==> config.mk <==
export PLATFORM = sky130hd
export DESIGN_NAME = axi_regs_responder_flat
export DESIGN_NICKNAME = d
export VERILOG_FILES = /design/src/rtl/axi_regs_pkg.sv /design/src/rtl/axi_regs_responder_if.sv /design/src/rtl/axi_regs_file.sv /design/src/rtl/axi_regs_responder.sv /design/src/flat_wrapper.sv
export SDC_FILE = /design/constraint.sdc
export NUM_CORES = 1
export LEC_CHECK = 0
export CAP_MARGIN = 5
export CORE_MARGIN = 3
export CORE_UTILIZATION = 45
export CTS_CLUSTER_DIAMETER = 150
export DETAILED_ROUTE_END_ITERATION = 6
export HOLD_SLACK_MARGIN = 0.05
export PLACE_DENSITY = 0.66
export SYNTH_ARGS = -nofsm -noshare
export SYNTH_HDL_FRONTEND = slang
export SYNTH_SLANG_ARGS = --single-unit
==> constraint.sdc <==
create_clock -name clk -period 4.05 [get_ports clk]
set_clock_uncertainty 0.15 [all_clocks]
set_input_delay 1.215 -clock clk [delete_from_list [all_inputs] [get_ports clk]]
set_output_delay 1.215 -clock clk [all_outputs]
set_load 0.05 [all_outputs]
==> src/rtl/axi_regs_pkg.sv <==
// Shared types for the AXI3 GP register responder: response/burst codes,
// channel FSM states and the per-burst context latched at the address handshake.
package axi_regs_pkg;

  localparam int unsigned ADDR_W = 32;
  localparam int unsigned DATA_W = 32;
  localparam int unsigned STRB_W = DATA_W / 8;
  localparam int unsigned ID_W   = 12;
  localparam int unsigned LEN_W  = 4;

  typedef enum logic [1:0] {
    RESP_OKAY   = 2'b00,
    RESP_SLVERR = 2'b10,
    RESP_DECERR = 2'b11
  } resp_e;

  typedef enum logic [1:0] {
    BURST_FIXED = 2'b00,
    BURST_INCR  = 2'b01,
    BURST_WRAP  = 2'b10
  } burst_e;

  typedef enum logic [1:0] {
    W_IDLE = 2'd0,
    W_DATA = 2'd1,
    W_RESP = 2'd2
  } w_state_e;

  typedef enum logic [1:0] {
    R_IDLE  = 2'd0,
    R_FETCH = 2'd1,
    R_DATA  = 2'd2
  } r_state_e;

  // Burst attributes captured on AW/AR acceptance
  typedef struct packed {
    logic [ID_W-1:0]  id;
    logic [LEN_W-1:0] len;
    logic             fixed;
    logic             decerr;
  } burst_ctx_t;

endpackage

==> src/rtl/axi_regs_responder_if.sv <==
// AXI3 GP-port bundle (32-bit data, 12-bit IDs, 4-bit LEN) between PS master and register responder.
interface axi_regs_responder_if;
  import axi_regs_pkg::*;

  logic [ADDR_W-1:0] ARADDR;
  logic              ARVALID;
  logic              ARREADY;
  logic [ID_W-1:0]   ARID;
  logic [LEN_W-1:0]  ARLEN;
  logic [1:0]        ARSIZE;
  logic [1:0]        ARBURST;

  logic [DATA_W-1:0] RDATA;
  logic              RVALID;
  logic              RREADY;
  logic [ID_W-1:0]   RID;
  logic              RLAST;
  logic [1:0]        RRESP;

  logic [ADDR_W-1:0] AWADDR;
  logic              AWVALID;
  logic              AWREADY;
  logic [ID_W-1:0]   AWID;
  logic [LEN_W-1:0]  AWLEN;
  logic [1:0]        AWSIZE;
  logic [1:0]        AWBURST;

  logic [DATA_W-1:0] WDATA;
  logic              WVALID;
  logic              WREADY;
  logic [ID_W-1:0]   WID;
  logic              WLAST;
  logic [STRB_W-1:0] WSTRB;

  logic              BVALID;
  logic              BREADY;
  logic [ID_W-1:0]   BID;
  logic [1:0]        BRESP;

  modport master (
    output ARADDR, ARVALID, ARID, ARLEN, ARSIZE, ARBURST, RREADY,
           AWADDR, AWVALID, AWID, AWLEN, AWSIZE, AWBURST,
           WDATA, WVALID, WID, WLAST, WSTRB, BREADY,
    input  ARREADY, RDATA, RVALID, RID, RLAST, RRESP,
           AWREADY, WREADY, BVALID, BID, BRESP
  );

  modport slave (
    input  ARADDR, ARVALID, ARID, ARLEN, ARSIZE, ARBURST, RREADY,
           AWADDR, AWVALID, AWID, AWLEN, AWSIZE, AWBURST,
           WDATA, WVALID, WID, WLAST, WSTRB, BREADY,
    output ARREADY, RDATA, RVALID, RID, RLAST, RRESP,
           AWREADY, WREADY, BVALID, BID, BRESP
  );

endinterface

==> src/rtl/axi_regs_file.sv <==
// 2**AW x 32 register array: byte-enabled write port, registered read port.
// A read and a write to the same word in one cycle returns the old contents.
module axi_regs_file #(
  parameter int unsigned AW = 4
) (
  input  logic          clk,
  input  logic          reset,
  input  logic          we,
  input  logic [AW-1:0] waddr,
  input  logic [31:0]   wdata,
  input  logic [3:0]    wstrb,
  input  logic          re,
  input  logic          rclr,
  input  logic [AW-1:0] raddr,
  output logic [31:0]   rdata
);

  localparam int unsigned DEPTH = 2 ** AW;

  logic [31:0] mem [DEPTH];

  always_ff @(posedge clk) begin
    if (reset) begin
      for (int i = 0; i < DEPTH; i++) mem[i] <= '0;
      rdata <= '0;
    end else begin
      if (we) begin
        for (int b = 0; b < 4; b++) begin
          if (wstrb[b]) mem[waddr][8*b +: 8] <= wdata[8*b +: 8];
        end
      end
      // rclr serves out-of-range bursts, which read back as zero
      if (re) rdata <= rclr ? 32'h0 : mem[raddr];
    end
  end

endmodule

==> src/rtl/axi_regs_responder.sv <==
// AXI3 GP1 slave answering register reads/writes into a local 2**REG_AW-word file.
// Optional AXI_REGS_RESP_WID_CHECK_EN: WID mismatch drops the beat and returns SLVERR.
module axi_regs_responder
  import axi_regs_pkg::*;
#(
  parameter int unsigned REG_AW = 4,
  parameter logic [31:0] BASE   = 32'h0
) (
  input  logic                 clk,
  input  logic                 reset,
  axi_regs_responder_if.slave  bus
);

  localparam int unsigned TAG_LSB = REG_AW + 2;

  // ---------------- write channel ----------------
  w_state_e          w_state, w_state_nxt;
  burst_ctx_t        w_ctx;
  logic [REG_AW-1:0] w_addr;
  logic [LEN_W-1:0]  w_cnt;
  logic              w_slverr;
  logic              wlast_err;
  logic              awready, wready, bvalid;
  logic [1:0]        bresp;
  logic              aw_hs_c, w_beat_c, w_last_c, wid_bad_c, we_c;

  assign aw_hs_c  = bus.AWVALID & awready;
  assign w_beat_c = bus.WVALID & wready;
  assign w_last_c = (w_cnt == w_ctx.len);
  assign we_c     = w_beat_c & ~w_ctx.decerr & ~wid_bad_c;

`ifdef AXI_REGS_RESP_WID_CHECK_EN
  assign wid_bad_c = (bus.WID != w_ctx.id);
`else
  logic unused_wid;
  assign wid_bad_c  = 1'b0;
  assign unused_wid = ^bus.WID;
`endif

  always_ff @(posedge clk) begin
    if (reset) w_state <= W_IDLE;
    else       w_state <= w_state_nxt;
  end

  always_comb begin
    w_state_nxt = w_state;
    case (w_state)
      W_IDLE:  if (aw_hs_c) w_state_nxt = W_DATA;
      W_DATA:  if (w_beat_c && w_last_c) w_state_nxt = W_RESP;
      W_RESP:  if (bus.BREADY) w_state_nxt = W_IDLE;
      default: w_state_nxt = W_IDLE;
    endcase
  end

  always_ff @(posedge clk) begin
    if (reset) begin
      w_ctx     <= '0;
      w_addr    <= '0;
      w_cnt     <= '0;
      w_slverr  <= 1'b0;
      wlast_err <= 1'b0;
      awready   <= 1'b1;
      wready    <= 1'b0;
      bvalid    <= 1'b0;
      bresp     <= RESP_OKAY;
    end else begin
      awready <= (w_state_nxt == W_IDLE);
      wready  <= (w_state_nxt == W_DATA);
      bvalid  <= (w_state_nxt == W_RESP);
      if (aw_hs_c) begin
        w_ctx    <= '{id:     bus.AWID,
                      len:    bus.AWLEN,
                      fixed:  (bus.AWBURST == BURST_FIXED),
                      decerr: (bus.AWADDR[31:TAG_LSB] != BASE[31:TAG_LSB])};
        w_addr   <= bus.AWADDR[REG_AW+1:2];
        w_cnt    <= '0;
        w_slverr <= 1'b0;
      end
      if (w_beat_c) begin
        w_cnt <= w_cnt + 1'b1;
        if (!w_ctx.fixed) w_addr <= w_addr + 1'b1;
        if (wid_bad_c) w_slverr <= 1'b1;
        // WLAST does not steer the FSM; a disagreement is only recorded
        if (bus.WLAST != w_last_c) wlast_err <= 1'b1;
        if (w_last_c) begin
          bresp <= w_ctx.decerr ? RESP_DECERR
                 : ((w_slverr | wid_bad_c) ? RESP_SLVERR : RESP_OKAY);
        end
      end
    end
  end

  assign bus.AWREADY = awready;
  assign bus.WREADY  = wready;
  assign bus.BVALID  = bvalid;
  assign bus.BID     = w_ctx.id;
  assign bus.BRESP   = bresp;

  // ---------------- read channel ----------------
  r_state_e          r_state, r_state_nxt;
  burst_ctx_t        r_ctx;
  logic [REG_AW-1:0] r_addr;
  logic [LEN_W-1:0]  r_cnt;
  logic              arready, rvalid, rlast;
  logic [1:0]        rresp;
  logic [31:0]       rdata;
  logic              ar_hs_c, rd_en_c, r_last_c;

  assign ar_hs_c  = bus.ARVALID & arready;
  assign r_last_c = (r_cnt == r_ctx.len);

  always_ff @(posedge clk) begin
    if (reset) r_state <= R_IDLE;
    else       r_state <= r_state_nxt;
  end

  always_comb begin
    r_state_nxt = r_state;
    rd_en_c     = 1'b0;
    case (r_state)
      R_IDLE:  if (ar_hs_c) r_state_nxt = R_FETCH;
      R_FETCH: begin
        rd_en_c     = 1'b1;
        r_state_nxt = R_DATA;
      end
      R_DATA:  if (bus.RREADY) r_state_nxt = r_last_c ? R_IDLE : R_FETCH;
      default: r_state_nxt = R_IDLE;
    endcase
  end

  always_ff @(posedge clk) begin
    if (reset) begin
      r_ctx   <= '0;
      r_addr  <= '0;
      r_cnt   <= '0;
      arready <= 1'b1;
      rvalid  <= 1'b0;
      rlast   <= 1'b0;
      rresp   <= RESP_OKAY;
    end else begin
      arready <= (r_state_nxt == R_IDLE);
      rvalid  <= (r_state_nxt == R_DATA);
      if (ar_hs_c) begin
        r_ctx  <= '{id:     bus.ARID,
                    len:    bus.ARLEN,
                    fixed:  (bus.ARBURST == BURST_FIXED),
                    decerr: (bus.ARADDR[31:TAG_LSB] != BASE[31:TAG_LSB])};
        r_addr <= bus.ARADDR[REG_AW+1:2];
        r_cnt  <= '0;
        rresp  <= (bus.ARADDR[31:TAG_LSB] != BASE[31:TAG_LSB]) ? RESP_DECERR : RESP_OKAY;
      end
      if (rd_en_c) rlast <= r_last_c;
      if (r_state == R_DATA && bus.RREADY && !r_last_c) begin
        r_cnt <= r_cnt + 1'b1;
        if (!r_ctx.fixed) r_addr <= r_addr + 1'b1;
      end
    end
  end

  axi_regs_file #(.AW(REG_AW)) u_file (
    .clk   (clk),
    .reset (reset),
    .we    (we_c),
    .waddr (w_addr),
    .wdata (bus.WDATA),
    .wstrb (bus.WSTRB),
    .re    (rd_en_c),
    .rclr  (r_ctx.decerr),
    .raddr (r_addr),
    .rdata (rdata)
  );

  assign bus.ARREADY = arready;
  assign bus.RVALID  = rvalid;
  assign bus.RDATA   = rdata;
  assign bus.RID     = r_ctx.id;
  assign bus.RLAST   = rlast;
  assign bus.RRESP   = rresp;

  // Size and byte-lane address bits carry no meaning for word registers
  logic unused_bits;
  assign unused_bits = ^{bus.ARSIZE, bus.AWSIZE, bus.ARADDR[1:0], bus.AWADDR[1:0], wlast_err};

endmodule

==> src/flat_wrapper.sv <==
// flat-port wrapper written by rule: the top's interface ports become plain ports
module axi_regs_responder_flat import axi_regs_pkg::*;
#(
  parameter int unsigned REG_AW = 4,
  parameter logic [31:0] BASE   = 32'h0
)
  (clk, reset, bus_ARADDR, bus_ARVALID, bus_ARID, bus_ARLEN, bus_ARSIZE, bus_ARBURST, bus_RREADY, bus_AWADDR, bus_AWVALID, bus_AWID, bus_AWLEN, bus_AWSIZE, bus_AWBURST, bus_WDATA, bus_WVALID, bus_WID, bus_WLAST, bus_WSTRB, bus_BREADY, bus_ARREADY, bus_RDATA, bus_RVALID, bus_RID, bus_RLAST, bus_RRESP, bus_AWREADY, bus_WREADY, bus_BVALID, bus_BID, bus_BRESP);
  axi_regs_responder_if bus_i ();
  input  logic clk;
  input  logic reset;
  input wire logic [$bits(bus_i.ARADDR)-1:0] bus_ARADDR;
  input wire logic [$bits(bus_i.ARVALID)-1:0] bus_ARVALID;
  input wire logic [$bits(bus_i.ARID)-1:0] bus_ARID;
  input wire logic [$bits(bus_i.ARLEN)-1:0] bus_ARLEN;
  input wire logic [$bits(bus_i.ARSIZE)-1:0] bus_ARSIZE;
  input wire logic [$bits(bus_i.ARBURST)-1:0] bus_ARBURST;
  input wire logic [$bits(bus_i.RREADY)-1:0] bus_RREADY;
  input wire logic [$bits(bus_i.AWADDR)-1:0] bus_AWADDR;
  input wire logic [$bits(bus_i.AWVALID)-1:0] bus_AWVALID;
  input wire logic [$bits(bus_i.AWID)-1:0] bus_AWID;
  input wire logic [$bits(bus_i.AWLEN)-1:0] bus_AWLEN;
  input wire logic [$bits(bus_i.AWSIZE)-1:0] bus_AWSIZE;
  input wire logic [$bits(bus_i.AWBURST)-1:0] bus_AWBURST;
  input wire logic [$bits(bus_i.WDATA)-1:0] bus_WDATA;
  input wire logic [$bits(bus_i.WVALID)-1:0] bus_WVALID;
  input wire logic [$bits(bus_i.WID)-1:0] bus_WID;
  input wire logic [$bits(bus_i.WLAST)-1:0] bus_WLAST;
  input wire logic [$bits(bus_i.WSTRB)-1:0] bus_WSTRB;
  input wire logic [$bits(bus_i.BREADY)-1:0] bus_BREADY;
  output wire logic [$bits(bus_i.ARREADY)-1:0] bus_ARREADY;
  output wire logic [$bits(bus_i.RDATA)-1:0] bus_RDATA;
  output wire logic [$bits(bus_i.RVALID)-1:0] bus_RVALID;
  output wire logic [$bits(bus_i.RID)-1:0] bus_RID;
  output wire logic [$bits(bus_i.RLAST)-1:0] bus_RLAST;
  output wire logic [$bits(bus_i.RRESP)-1:0] bus_RRESP;
  output wire logic [$bits(bus_i.AWREADY)-1:0] bus_AWREADY;
  output wire logic [$bits(bus_i.WREADY)-1:0] bus_WREADY;
  output wire logic [$bits(bus_i.BVALID)-1:0] bus_BVALID;
  output wire logic [$bits(bus_i.BID)-1:0] bus_BID;
  output wire logic [$bits(bus_i.BRESP)-1:0] bus_BRESP;
  assign bus_i.ARADDR = bus_ARADDR;
  assign bus_i.ARVALID = bus_ARVALID;
  assign bus_i.ARID = bus_ARID;
  assign bus_i.ARLEN = bus_ARLEN;
  assign bus_i.ARSIZE = bus_ARSIZE;
  assign bus_i.ARBURST = bus_ARBURST;
  assign bus_i.RREADY = bus_RREADY;
  assign bus_i.AWADDR = bus_AWADDR;
  assign bus_i.AWVALID = bus_AWVALID;
  assign bus_i.AWID = bus_AWID;
  assign bus_i.AWLEN = bus_AWLEN;
  assign bus_i.AWSIZE = bus_AWSIZE;
  assign bus_i.AWBURST = bus_AWBURST;
  assign bus_i.WDATA = bus_WDATA;
  assign bus_i.WVALID = bus_WVALID;
  assign bus_i.WID = bus_WID;
  assign bus_i.WLAST = bus_WLAST;
  assign bus_i.WSTRB = bus_WSTRB;
  assign bus_i.BREADY = bus_BREADY;
  assign bus_ARREADY = bus_i.ARREADY;
  assign bus_RDATA = bus_i.RDATA;
  assign bus_RVALID = bus_i.RVALID;
  assign bus_RID = bus_i.RID;
  assign bus_RLAST = bus_i.RLAST;
  assign bus_RRESP = bus_i.RRESP;
  assign bus_AWREADY = bus_i.AWREADY;
  assign bus_WREADY = bus_i.WREADY;
  assign bus_BVALID = bus_i.BVALID;
  assign bus_BID = bus_i.BID;
  assign bus_BRESP = bus_i.BRESP;
  axi_regs_responder #(.REG_AW(REG_AW), .BASE(BASE)) u_core (.clk(clk), .reset(reset), .bus(bus_i));
endmodule
======== Word level (Yosys, flattened, before mapping) ========
Memory sizes are Yosys's and may differ from the RTL's. A register that Yosys moved wholly into a read port is not among the register bits.
Index checks and enable logic that the tools add are counted.
cells by class
  add/subtract/negate cells ............... 4
  eq/ne operators ......................... 9
  mux-type cells .......................... 44
  bitwise operators ....................... 5
  reductions and logical operators ........ 16
operator list
  cell                                                 count
  2-to-1 mux 32 bit                                    2
  2-to-1 mux 4 bit                                     13
  nonzero test 26 bit                                  2
  OR reduction 32 bit                                  1
  2-to-1 mux 1 bit                                     20
  adder 4 x 1 -> 4 bit, second input constant          4
  2-to-1 mux 2 bit                                     7
  logical NOT 2 bit                                    6
  case mux 2 bit (3 select lines)                      2
  equality test 2 bit, second input constant           4
  equality test 4 bit                                  2
  equality test 2 x 1 -> 1 bit, second input constant  3
  bitwise AND 1 bit                                    4
  nonzero test 2 bit                                   2
  logical AND 1 bit                                    3
  AND reduction 2 bit                                  1
  logical NOT 1 bit                                    1
  inverter 1 bit                                       1
storage, ports and cells
  bits in registers ....................... 98
  RAM bits ................................ 512
  input port bits ......................... 160
  output and inout port bits .............. 66
  word-level logic and storage cells ...... 102
  memories ................................ 1
memories
  memory             words  width  read ports  clocked after memory_dff  wr ports  line                 source
  u_core.u_file.mem  16     32     1           1                         16        axi_regs_file.sv:20  logic [31:0] mem [DEPTH];

======== Logic depth before layout (Yosys ltp) ========
Gate-level depths: netlist of run 1.
  word-level depth ........................ 7
  gate-level depth with buffers ........... 8
  depth with buffers taken out ............ 5

======== By module ========
From an unflattened synthesis of run 1, not the netlist that was laid out.
second synthesis, totals
  cells, all modules ...................... 2029
  area, all modules ....................... 27451.3 um^2
modules (own cells, without submodules)
  module              instances  cells an instance  area each (um^2)  seq. area each (um^2)
  axi_regs_file       1          1672               24531.0           16015.4
  axi_regs_responder  1          357                2920.3            1261.2

======== Worst setup path after synthesis of run 1 ========
Ideal clock, no wire load.
  path kind ............................... input-to-reg
  start point ............................. input port reset
  end point ............................... memory u_core.u_file.mem[15][0], enable pin
  library setup time ...................... 0.329 ns
  arrival time ............................ 2.521 ns
  required time ........................... 3.571 ns
  setup slack ............................. 1.050 ns
  stages on the path ...................... 6
  path buffers ............................ 2
  cell sequence ........................... clkbuf_1 and4bb_2 nand2_2 buf_4 nor2_2 or2_1
RTL lines
  what             line                 source
  start, declared  flat_wrapper.sv:10   input logic reset;
  end, declared    axi_regs_file.sv:20

==> impl_metrics.json, run 1 <==
{
  "status": "completed",
  "area_delta_synth_final_pct": 18.9,
  "r2r_start": "u_core.r_addr[0]$_SDFF_PP0_",
  "fin_hold_ws_ns": 0.304,
  "yosysWarnings": 0,
  "ioPinCount": 226,
  "hold_path_end": "u_core.bus.BID[4]$_SDFFE_PP0P_",
  "routedWlPerCell_um": 22.8,
  "core_area_sq_um": 60700,
  "cp_top_family": "buffers and inverters",
  "die_area_sq_um": 64600,
  "vias": 16900,
  "grt_max_degree": 133,
  "slew_viol_final": 0,
  "grtUsageTotal_pct": 21.6,
  "wl_met1_um": 29000,
  "worstSetupStartpointType": "register",
  "synth_edf_count": 512,
  "port_buffers": 204,
  "synthTopCellsByCount": "515 x and2_1, 512 x edfxtp_1, 124 x nand2_1, 95 x dfxtp_1, 94 x mux4_2",
  "synthTopCellsByArea": "edfxtp_1 55%, and2_1 12%, mux4_2 7.6%",
  "ctsRootBufferMaster": "clkbuf_16",
  "syn_nets": 2169,
  "drc": 0,
  "synth_top_area_cell": "edfxtp_1",
  "hp-class": "register to register",
  "synthFlopType": "edfxtp_1",
  "synth-seq-cells": 607,
  "final_area_sq_um": 33000,
  "hpwl_um": 45000,
  "hold_depth": 2,
  "dpl_cell_area_sq_um": 30700,
  "dr.pass1.iters": 5,
  "setup_viol": 0,
  "power_mw": 14.7,
  "cellPowerDensity_nw_per_um2": 446,
  "die_w_um": 254,
  "antenna_found_initial": 1,
  "clock_latency_ns": 0.61,
  "synth_adder_area_share_pct": 0.316,
  "grt_pass1_wl_um": 104000,
  "cp_max_fo": 5,
  "nets": 2375,
  "worstReg2RegEnd": "u_core.u_file.rdata[14]$_SDFFE_PP0N_",
  "finish.utilization_pct": 54.3,
  "grt_setup_unrepaired": "false",
  "grt_pass1_vias": 17300,
  "synth_simple_gate_area_share_pct": 18.0,
  "first_iter_violations": 1228,
  "hp-start": "u_core.bus.BID[4]$_SDFFE_PP0P_",
  "rr_worst_depth": 4,
  "via_per_inst": 5.55,
  "critPathSlowestCell": "clkdlybuf4s50_1",
  "fin_crit_ns": 3.40,
  "wl_met2_um": 32800,
  "grt-ovfl-total": 0,
  "cts_made_buffers": 69,
  "synth-xor-area-share_pct": 0.284,
  "wl_met3_um": 5680,
  "required_ns": 2.68,
  "synth_async_sr_flop_share_pct": 0,
  "r2r_slack_ns": 1.31,
  "synth-compound-area-share_pct": 4.89,
  "period_share_pct": 84.0,
  "gp_congestion": 0.798,
  "synth_top_family_by_area": "simple AND/OR/NAND/NOR gates",
  "drive_above_1_share_pct": 17.6,
  "cp.depth": 1,
  "synth_top_area_share_pct": 55.5,
  "drt-total-wl_um": 69400,
  "synth_mux_area_share_pct": 11.4,
  "ys_types": 57,
  "hold_viol": 0,
  "ir_drop_uv": 282,
  "slowest_delay_ns": 0.89,
  "p_leak_nw": 11.8,
  "max_freq_mhz": 294,
  "cts_sinks": 607,
  "synthMostInstantiatedCell": "and2_1",
  "start_util_pct": 45.7,
  "cts_resized": 0,
  "maxUsedRoutingLayer": "met5",
  "tightestPinTransition_ns": 1.15,
  "insertedDiodeCount": 0,
  "postCtsSetupBuffers": 0,
  "fp-row-count": 90,
  "path_class": "register to primary output",
  "clockBufferDepth": 3,
  "slew_headroom_pct": 23.4,
  "synth_area_sq_um": 27700,
  "synthCells": 2002,
  "setup_tns_ns": 0,
  "seq_area_frac_synth_pct": 62.3,
  "clk_pin_slew_ns": 0.06,
  "cp-end-kind": "primary output",
  "worst-path-buf-inv": 1,
  "die_y_um": 254,
  "crit_chain": "clkdlybuf4s50_1",
  "tritoncts": "done",
  "hold_buffers": 0,
  "cap_violations": 0,
  "antenna_left": 0,
  "h-tree-depth": 3,
  "arrival_ns": 2.04,
  "synth_area_per_cell_sq_um": 13.8
}
worst min-delay path: stages, from the launching register on:
cell	delay [ns]
dfxtp_1	0.30
nand2_1	0.05
a21oi_1	0.05
metal layers:
layer / up-vias / global-route usage [%]
li1: 7676 / -
met1: 8452 / 29.1
met2: 662 / 34.8
met3: 103 / 5.05
met4: 2 / 7.01
met5: - / 0
where the power goes:
part / switching [mW] / internal (mW) / leakage [nW] / total [mW]
clock: 2.52 / 3.71 / 1.11 / 6.23
sequential: 0.133 / 6.99 / 6.07 / 7.12
combinational: 0.791 / 0.545 / 4.63 / 1.34
kinds of logic after synthesis:
kind of cell               Yosys count
muxes                              194
AOI/OAI and AO/OA                  177
DFF                                607
xor gates and xnor gates             9
buffers and inverters              149
and+or+nand+nor                    859
adders and majority gates            7
final cells by class:
class | count | area [sq um]
Fill cell | 4936 | 27700
Sequential cell | 607 | 17300
Multi-Input combinational cell | 1246 | 9710
Timing Repair Buffer | 282 | 2700
Clock buffer | 91 | 1940
Tap cell | 782 | 978
Clock inverter | 34 | 327
Inverter | 2 | 7.51
per-stage QoR:
| step | instances | worst slack [ns] |
|---|---|---|
| final | 3044 | 0.649 |
| after global routing | 3044 | 0.587 |
| after CTS | 3044 | 0.585 |
| after detailed placement | 2919 | 0.322 |
| after global placement | 2919 | 0.385 |
| after floorplan | 2002 | 1.05 |
flip-flops by register name, indices dropped and copies added (netlist names):
signal / cells
u_core.w_state: 2
u_core.r_ctx: 5
u_core.bus.BID: 12
u_core.w_cnt: 4
u_core.bus.AWREADY: 1
u_core.bus.WREADY: 1
u_core.w_ctx: 6
u_core.w_addr: 4
u_core.bus.BRESP: 1
u_core.bus.RID: 12
u_core.bus.RVALID: 1
u_core.r_state: 2
u_core.r_cnt: 4
u_core.bus.RRESP: 1
u_core.r_addr: 4
u_core.bus.ARREADY: 1
u_core.u_file.mem: 512
u_core.bus.BVALID: 1
u_core.bus.RLAST: 1
u_core.u_file.rdata: 32
layout by cell type (no fill, tap or decap), types with 29 or more instances in the layout:
master / count
and2_1: 515
edfxtp_1: 512
clkdlybuf4s50_1: 203
nand2_1: 124
mux4_2: 94
dfxtp_1: 92
clkbuf_16: 74
buf_4: 73
mux2i_1: 68
or2_1: 58
a21oi_1: 52
nor2_1: 38
nor2_2: 37
o211ai_1: 34
a22oi_1: 32
mux2_2: 32
a22oi_2: 29
worst max path at each step:
stage | start | endpoint | slack [ns]
finish | u_core.bus.RRESP[0]$_SDFFE_PP0P_ | bus_RRESP[1] | 0.65
global route | u_core.bus.RRESP[0]$_SDFFE_PP0P_ | bus_RRESP[1] | 0.59
CTS | u_core.bus.RRESP[0]$_SDFFE_PP0P_ | bus_RRESP[1] | 0.59
detailed placement | bus_WVALID | u_core.u_file.mem[6][7]$_SDFFCE_PN0P_ | 0.32
global placement | bus_WVALID | u_core.u_file.mem[6][4]$_SDFFCE_PN0P_ | 0.38
floorplan | reset | u_core.u_file.mem[15][0]$_SDFFCE_PN0P_ | 1.05
Power figures use the tool's default switching activity.
==> run 2, diff against run 1 <==
--- a/config.mk
+++ b/config.mk
@@ -11,7 +11,7 @@
 export CTS_CLUSTER_DIAMETER = 150
 export DETAILED_ROUTE_END_ITERATION = 6
 export HOLD_SLACK_MARGIN = 0.05
-export PLACE_DENSITY = 0.66
+export PLACE_DENSITY = 0.69
 export SYNTH_ARGS = -nofsm -noshare
 export SYNTH_HDL_FRONTEND = slang
 export SYNTH_SLANG_ARGS = --single-unit
==> constraint.sdc (replaced) <==
create_clock -name clk -period 3.1 [get_ports clk]
set_clock_uncertainty 0.15 [all_clocks]
set_input_delay 0.93 -clock clk [delete_from_list [all_inputs] [get_ports clk]]
set_output_delay 0.93 -clock clk [all_outputs]
set_load 0.05 [all_outputs]
==> run 2 against run 1 <==
  * Non-clock buffer count up 55
  * Global-route usage is 0.11 points lower
  * Highest routed layer unchanged
  * Core utilization is 1.3 points higher
  * Setup slack got worse by 0.55 ns
  * Wire length fell by 1.1%
  * Critical path type unchanged
  * Largest power group unchanged
  * Power up 29%
  * Count of clock-buffer cells in the layout rose by 8
  * Sequential share of layout area is 1.2 points lower
==> impl_metrics.json, run 2 (synthesized netlist as in run 1, its figures left out) <==
{
  "placed_cells": 2974,
  "port_buffers": 204,
  "path_class": "register to primary output",
  "p_sw_share_pct": 23.3,
  "slew_headroom_pct": 43.1,
  "cp-end-kind": "primary output",
  "tritoncts": "done",
  "hold_path_end": "u_core.bus.RID[0]$_SDFFE_PP0P_",
  "cap_violations": 0,
  "first_iter_violations": 1382,
  "p_int_mw": 14.5,
  "tightestPinTransition_ns": 0.850,
  "mostFrequentLayoutCell": "and2_1",
  "p_sw_mw": 4.41,
  "pwr-share-clk_pct": 41.1,
  "routedWlPerCell_um": 22.2,
  "h-tree-depth": 3,
  "antenna_left": 0,
  "r2r_start": "u_core.w_addr[0]$_SDFF_PP0_",
  "cp_top_family": "buffers and inverters",
  "hp-start": "u_core.bus.RID[0]$_SDFFE_PP0P_",
  "worstSetupStartpointType": "register",
  "insertedDiodeCount": 0,
  "setup_tns_ns": 0,
  "required_ns": 2.02,
  "arrival_ns": 1.92,
  "max_freq_mhz": 333,
  "r2r_slack_ns": 0.71,
  "cts_resized": 2,
  "cp_max_fo": 2,
  "regArea_sq_um": 17300,
  "clockBufferDepth": 3,
  "power_mw": 18.9,
  "grt_setup_unrepaired": "false",
  "power_frac_comb_pct": 9.8,
  "fp-row-count": 90,
  "fin_crit_ns": 3.00,
  "rr_worst_depth": 4,
  "largest_register_ff_count": 512,
  "clock_latency_ns": 0.61,
  "hold_depth": 2,
  "slew_viol_final": 0,
  "hold_buffers": 0,
  "crit_chain": "clkdlybuf4s50_1",
  "grt_pass1_wl_um": 104000,
  "cellPowerDensity_nw_per_um2": 560,
  "ir_drop_uv": 503,
  "timing.final.ws_setup_ns": 0.0966,
  "fillers": 4773,
  "start_util_pct": 45.7,
  "final_area_sq_um": 33700,
  "antenna_found_initial": 1,
  "pre_cts_ws_ns": -0.0210,
  "vias": 16800,
  "finish.utilization_pct": 55.6,
  "slowest_delay_ns": 0.86,
  "dpl_cell_area_sq_um": 31600,
  "hold_viol": 0,
  "critPathSlowestCell": "clkdlybuf4s50_1",
  "die_y_um": 254,
  "largest_registers": "u_core.u_file.mem (512), u_core.u_file.rdata (32)",
  "setup_viol": 0,
  "grt_pass1_vias": 17500,
  "nets": 2428,
  "ctsRootBufferMaster": "clkbuf_16",
  "drt-total-wl_um": 68600,
  "grtUsageTotal_pct": 21.5,
  "clk_pin_slew_ns": 0.06,
  "hpwl_um": 46400,
  "core_area_sq_um": 60700,
  "mostFrequentLayoutCells": "515 x and2_1, 512 x edfxtp_1, 200 x clkdlybuf4s50_1",
  "area_delta_synth_final_pct": 21.7,
  "multi_input_area_sq_um": 9710,
  "cts_sinks": 607,
  "die_area_sq_um": 64600,
  "grt_max_degree": 72,
  "gp_congestion": 0.800,
  "period_share_pct": 96.9,
  "drive_above_1_share_pct": 19.0,
  "largest_register": "u_core.u_file.mem",
  "cts_made_buffers": 67,
  "drc": 0,
  "hp-class": "register to register",
  "fin_hold_ws_ns": 0.307,
  "dr.pass1.iters": 5,
  "ioPinCount": 226,
  "status": "completed",
  "final_cell_count_no_fill": 3098,
  "via_per_inst": 5.43,
  "worstReg2RegEnd": "u_core.u_file.mem[15][24]$_SDFFCE_PN0P_",
  "postCtsSetupBuffers": 0,
  "worst-path-buf-inv": 1,
  "die_w_um": 254,
  "p_leak_nw": 12.2,
  "pwr-share-seq_pct": 49.2,
  "grt-ovfl-total": 0
}
## run 2: cell type report
cell class                 count  area share [%]
inverter                       2          0.0223
timing repair buffer         337            10.7
clock buffer                  99            5.66
tap                          782            2.90
multi-input combinational   1246            28.8
sequential                   607            51.2
clock inverter                25           0.708
## run 2: worst max-delay path by stage
stage,end,depth (start not counted),slack [ns],from
floorplan,u_core.u_file.mem[15][0]$_SDFFCE_PN0P_,6,0.38,reset
global placement,u_core.u_file.mem[5][24]$_SDFFCE_PN0P_,7,0.02,bus_WVALID
detailed placement,u_core.u_file.mem[5][24]$_SDFFCE_PN0P_,7,-0.02,bus_WVALID
CTS,bus_WREADY,1,0.02,u_core.bus.WREADY$_SDFF_PP0_
global route,bus_RDATA[9],1,0.05,u_core.u_file.rdata[9]$_SDFFE_PP0N_
finish,bus_RDATA[9],1,0.1,u_core.u_file.rdata[9]$_SDFFE_PP0N_
## run 2: routing by layer
layer	share of wire (%)	vias up	track usage [%]
met3	6.5	124	4.71
met4	3.2	2	7.81
met1	42	8392	28.0
met2	49	522	35.6
met5	0.019	-	0
li1	-	7789	-
## run 2: power groups by stage
stage / Clock [mW] / Sequential (mW) / Combinational, mW
6_report: 7.76 / 9.29 / 1.85
5_1_grt: 8.21 / 9.32 / 1.96
4_1_cts: 7.90 / 9.30 / 1.86
3_5_place_dp: 0 / 9.46 / 1.86
3_3_place_gp: 0 / 9.45 / 1.83
2_1_floorplan: 0 / 9.46 / 1.06
